[src/rtl/mem_arb_pkg.sv]
// Shared types and helpers for the IF/data memory arbiter.
package mem_arb_pkg;

    typedef enum logic [1:0] {
        OWN_NONE = 2'd0,
        OWN_IF   = 2'd1,
        OWN_D    = 2'd2
    } owner_t;

    localparam int DEFAULT_ADDR_W = 32;
    localparam int DEFAULT_DATA_W = 32;

    function automatic int be_width(input int data_w);
        return data_w / 8;
    endfunction

endpackage

[src/rtl/rsp_tag_pipe.sv]
// Owner-tag delay line: a tag entered at a grant exits exactly MEM_LATENCY cycles later,
// lined up with the memory read data.
module rsp_tag_pipe
    import mem_arb_pkg::*;
#(
    parameter int MEM_LATENCY = 1
) (
    input  logic   clock,
    input  logic   reset,
    input  owner_t tag_in,
    output owner_t tag_out
);

    owner_t pipe_q [MEM_LATENCY];

    always_ff @(posedge clock) begin
        if (reset) begin
            for (int i = 0; i < MEM_LATENCY; i++) begin
                pipe_q[i] <= OWN_NONE;
            end
        end else begin
            pipe_q[0] <= tag_in;
            for (int i = 1; i < MEM_LATENCY; i++) begin
                pipe_q[i] <= pipe_q[i-1];
            end
        end
    end

    assign tag_out = pipe_q[MEM_LATENCY-1];

endmodule

[src/rtl/mem_arbiter.sv]
// Arbitrates one fixed-latency memory between instruction fetch and data ports, with data
// priority, an IF starvation guard, and owner tags routing read responses back.
module mem_arbiter
    import mem_arb_pkg::*;
#(
    parameter int ADDR_W      = DEFAULT_ADDR_W,
    parameter int DATA_W      = DEFAULT_DATA_W,
    parameter int MEM_LATENCY = 1,
    parameter int STARVE_MAX  = 4
) (
    input  logic                          clock,
    input  logic                          reset,
    input  logic                          if_req,
    input  logic [ADDR_W-1:0]             if_addr,
    output logic                          if_gnt,
    output logic                          if_rvalid,
    output logic [DATA_W-1:0]             if_rdata,
    input  logic                          d_req,
    input  logic                          d_we,
    input  logic [be_width(DATA_W)-1:0]   d_be,
    input  logic [ADDR_W-1:0]             d_addr,
    input  logic [DATA_W-1:0]             d_wdata,
    output logic                          d_gnt,
    output logic                          d_rvalid,
    output logic [DATA_W-1:0]             d_rdata,
    output logic                          mem_req,
    output logic                          mem_we,
    output logic [be_width(DATA_W)-1:0]   mem_be,
    output logic [ADDR_W-1:0]             mem_addr,
    output logic [DATA_W-1:0]             mem_wdata,
    input  logic [DATA_W-1:0]             mem_rdata
);

    localparam int BE_W  = be_width(DATA_W);
    localparam int CNT_W = $clog2(STARVE_MAX + 1);

    logic [CNT_W-1:0] starve_q;
    logic             d_win;
    logic             if_win;
    owner_t           tag_in;
    owner_t           tag_out;

    // Data wins unless IF has been denied STARVE_MAX cycles in a row.
    always_comb begin
        d_win  = !reset && d_req && ((starve_q < CNT_W'(STARVE_MAX)) || !if_req);
        if_win = !reset && if_req && !d_win;
    end

    assign if_gnt  = if_win;
    assign d_gnt   = d_win;
    assign mem_req = if_win | d_win;

    always_ff @(posedge clock) begin
        if (reset) begin
            starve_q <= '0;
        end else if (if_req && !if_win) begin
            if (starve_q != CNT_W'(STARVE_MAX)) begin
                starve_q <= starve_q + 1'b1;
            end
        end else begin
            starve_q <= '0;
        end
    end

    always_comb begin
        mem_we    = 1'b0;
        mem_be    = '0;
        mem_addr  = '0;
        mem_wdata = '0;
        if (d_win) begin
            mem_we    = d_we;
            mem_be    = d_be;
            mem_addr  = d_addr;
            mem_wdata = d_wdata;
        end else if (if_win) begin
            mem_be    = {BE_W{1'b1}};
            mem_addr  = if_addr;
        end
    end

    always_comb begin
        tag_in = OWN_NONE;
        if (d_win) begin
            tag_in = d_we ? OWN_NONE : OWN_D;
        end else if (if_win) begin
            tag_in = OWN_IF;
        end
    end

    rsp_tag_pipe #(
        .MEM_LATENCY (MEM_LATENCY)
    ) u_tag_pipe (
        .clock   (clock),
        .reset   (reset),
        .tag_in  (tag_in),
        .tag_out (tag_out)
    );

    always_comb begin
        if_rvalid = 1'b0;
        if_rdata  = '0;
        d_rvalid  = 1'b0;
        d_rdata   = '0;
        if (!reset) begin
            unique case (tag_out)
                OWN_IF: begin
                    if_rvalid = 1'b1;
                    if_rdata  = mem_rdata;
                end
                OWN_D: begin
                    d_rvalid = 1'b1;
                    d_rdata  = mem_rdata;
                end
                default: ;
            endcase
        end
    end

endmodule

[config.mk]
export PLATFORM = sky130hd
export DESIGN_NAME = mem_arbiter
export DESIGN_NICKNAME = d
export VERILOG_FILES = /design/src/rtl/mem_arb_pkg.sv /design/src/rtl/rsp_tag_pipe.sv /design/src/rtl/mem_arbiter.sv
export SDC_FILE = /design/constraint.sdc
export NUM_CORES = 1
export LEC_CHECK = 0
export ABC_AREA = 1
export CORE_AREA = 4 4 106 108
export CTS_BUF_LIST = sky130_fd_sc_hd__clkbuf_8
export CTS_CLUSTER_SIZE = 10
export DETAILED_ROUTE_END_ITERATION = 12
export DIE_AREA = 0 0 110 112
export PLACE_DENSITY = 0.64
export SETUP_SLACK_MARGIN = 0.15
export SYNTH_ARGS = -nofsm -noshare
export SYNTH_HDL_FRONTEND = slang
export SYNTH_SLANG_ARGS = --single-unit
[constraint.sdc]
create_clock -name clock -period 3.6 [get_ports clock]
set_clock_uncertainty 0.1 [all_clocks]
set_input_delay 0.72 -clock clock [delete_from_list [all_inputs] [get_ports clock]]
set_output_delay 0.72 -clock clock [all_outputs]
set_load 0.02 [all_outputs]
==> run_results.csv <==
group,metric,value,unit
worst_hold_path,hold_path_class,"flop to flop",
power_and_ir_drop,power.density,140,nW/um^2
place,finalWeightedCongestion,0.800,
die,dieHeight,112,microns
worst_setup_path,startpoint,"reset",
die,dieWidth,110,microns
timing,hold_viol,0,
cells_and_area,syn_to_final_growth,195,%
die,ios,275,
detailed_routing,num_vias,2966,
timing,finalSetupTns,0,ps
clock_tree,cts_setup_buffers,0,
die,die_area,12300,sq um
yosys,yosys_warnings,0,
yosys,syn_nets,472,
clock_tree,clockBufferDepth,2,
worst_setup_path,crit_required,2780,ps
clock_tree,clockRootBuffer,"clkbuf_8",
clock_tree,cts_tree,"done",
clock_tree,cts.clk_slew.worst_paths,40,ps
detailed_routing,wl,10.3,mm
clock_tree,cts_hold_buf,0,
timing,fmax,299,MHz
cells_and_area,antenna_cells,0,
timing,worst_pin_slew,271,ps
detailed_routing,ant_nets,0,
yosys,yosysTopAreaCell,"nor2_1",
cells_and_area,nets,735,
timing,drv_slew,0,
global_route,grt_max_degree,39,
cells_and_area,final_common_cell,"clkdlybuf4s50_1",
timing,slew_headroom,81.9,%
timing,finalSetupViolCount,0,
global_route,antenna_found_initial,0,
place,io_buffers,274,
worst_setup_path,crit_path_start_kind,"primary input",
detailed_routing,drt-initial-drc-count,159,
global_route,grt_first_pass_wirelength,14.8,mm
die,num_rows,37,
detailed_routing,drc_errors,0,
detailed_routing,viasPerCell,4.06,
timing,period_needed,3340,ps
worst_setup_path,end_kind,"output pin",
die,core_area,10200,sq um
cells_and_area,final_cell_mix,"273 x clkdlybuf4s50_1, 104 x nor2_1, 75 x inv_1",
yosys,synth.ff_latch_count,5,
yosys,synth_top_area_share,25.6,%
detailed_routing,wire_per_inst,14.1,microns
worst_setup_path,r2r_setup_slack,2410,ps
clock_tree,cts_buffers,3,
power_and_ir_drop,p_leak,2.15,nW
detailed_routing,dr.pass1.iters,6,
power_and_ir_drop,p_total,0.628,mW
yosys,synth_cells,333,
worst_setup_path,worstPathArrival,2520,ps
outcome,status,"finished, final reports clean",
global_route,globalRouteOverflowTotal,0,
timing,min_period_over_period,92.9,%
yosys,avgSynthCellArea,4.58,sq um
clock_tree,clock_sinks,5,
clock_tree,htree_levels,1,
cells_and_area,layout-drive-gt1-share,3.19,%
global_route,grt.total_usage,15.3,%
worst_setup_path,reg2reg_to,"starve_q[0]$_SDFFE_PP0N_",
worst_setup_path,criticalPathCategory,"primary input to output pin",
clock_tree,clk_latency,220,ps
cells_and_area,final_util,44.0,%
worst_setup_path,path_max_fanout,33,
job,drv_cap,0,
place,place_hpwl,8.85,mm
worst_setup_path,r2r_cells,5,
power_and_ir_drop,vdd_drop_max,0.0752,mV
yosys,yosys-top-cells-area,"nor2_1 26%, inv_1 18%, nand4_1 14%",
die,start_util,14.9,%
global_route,grt_pass1_vias,2924,
worst_setup_path,rr_startpoint,"starve_q[0]$_SDFFE_PP0N_",
timing,rsz0062_at_grt,"false",
clock_tree,ctsResizeCount,0,
yosys,netlist_area,1520,sq um
worst_setup_path,critPathCapture,"d_rdata[6]",
yosys,seq_area_frac_synth,6.57,%
yosys,synth_cell_type_count,15,
## worst min path at each step
stage / from / slack (ps) / to / depth (start not counted)
detailed placement: starve_q[1]$_SDFFE_PP0N_ / 440 / starve_q[1]$_SDFFE_PP0N_ / 4
floorplan: starve_q[1]$_SDFFE_PP0N_ / 420 / starve_q[1]$_SDFFE_PP0N_ / 4
global route: starve_q[1]$_SDFFE_PP0N_ / 510 / starve_q[1]$_SDFFE_PP0N_ / 4
finish: starve_q[1]$_SDFFE_PP0N_ / 450 / starve_q[1]$_SDFFE_PP0N_ / 4
CTS: starve_q[1]$_SDFFE_PP0N_ / 450 / starve_q[1]$_SDFFE_PP0N_ / 4
global placement: starve_q[1]$_SDFFE_PP0N_ / 430 / starve_q[1]$_SDFFE_PP0N_ / 4
## cells in the mapped netlist
library cell	n
nor2_1	104
inv_1	74
nand2_1	48
nand3_1	34
nand4_1	33
buf_2	15
clkbuf_1	6
dfxtp_1	5
buf_1	3
inv_2	3
buf_6	2
ha_1	2
nand2_2	2
nand3_2	1
xor2_1	1
## kinds of logic after synthesis
logic type | after synthesis | synth area share [%]
xor gates and xnor gates | 1 | 0.575
adders and majority gates | 2 | 1.64
buffers and inverters | 103 | 27.6
DFF | 5 | 6.57
and+or+nand+nor | 222 | 63.6
## layer usage
layer | track usage (%) | wire [microns] | part of all wire (%) | vias up
met5 | 0 | 0 | 0 | -
met4 | 4.07 | 185 | 1.8 | 0
met3 | 3.65 | 1060 | 10 | 15
met2 | 30.1 | 5480 | 53 | 157
met1 | 15.4 | 3550 | 35 | 1272
li1 | - | - | - | 1522
## flip-flops by register name (all words and copies together) (netlist names)
register           cells
u_tag_pipe.pipe_q      2
starve_q               3
## area by class of cell
class                           count  area (sq um)
Clock inverter                      1          3.75
Fill cell                        1059          5730
Timing Repair Buffer              284          2900
Tap cell                          136           170
Multi-Input combinational cell    225          1000
Inverter                           77           289
Clock buffer                        3          41.3
Sequential cell                     5           100
## where the power goes
group	internal (mW)	switching, mW	leakage (nW)	total (mW)
Sequential	0.0574	0.000963	0.0408	0.0584
Clock	0.0733	0.0298	0.0269	0.103
Combinational	0.264	0.203	2.08	0.467
## worst max-delay path, stage by stage
cell             delay [ps]
clkdlybuf4s50_1         420
inv_2                   130
buf_4                   210
nand2_1                 110
buf_12                  180
nor2_1                  120
clkdlybuf4s50_1         620
## metrics by stage
step | worst slack [ps] | std cells | area, sq um | hold slack, ps
after floorplan | 1240 | 333 | 1520 | 416
after global placement | 305 | 727 | 4460 | 429
after detailed placement | 252 | 727 | 4460 | 439
after CTS | 250 | 731 | 4500 | 448
after global routing | 154 | 731 | 4500 | 512
final | 256 | 731 | 4500 | 451
Note: power is estimated with default switching activity, not from simulation.
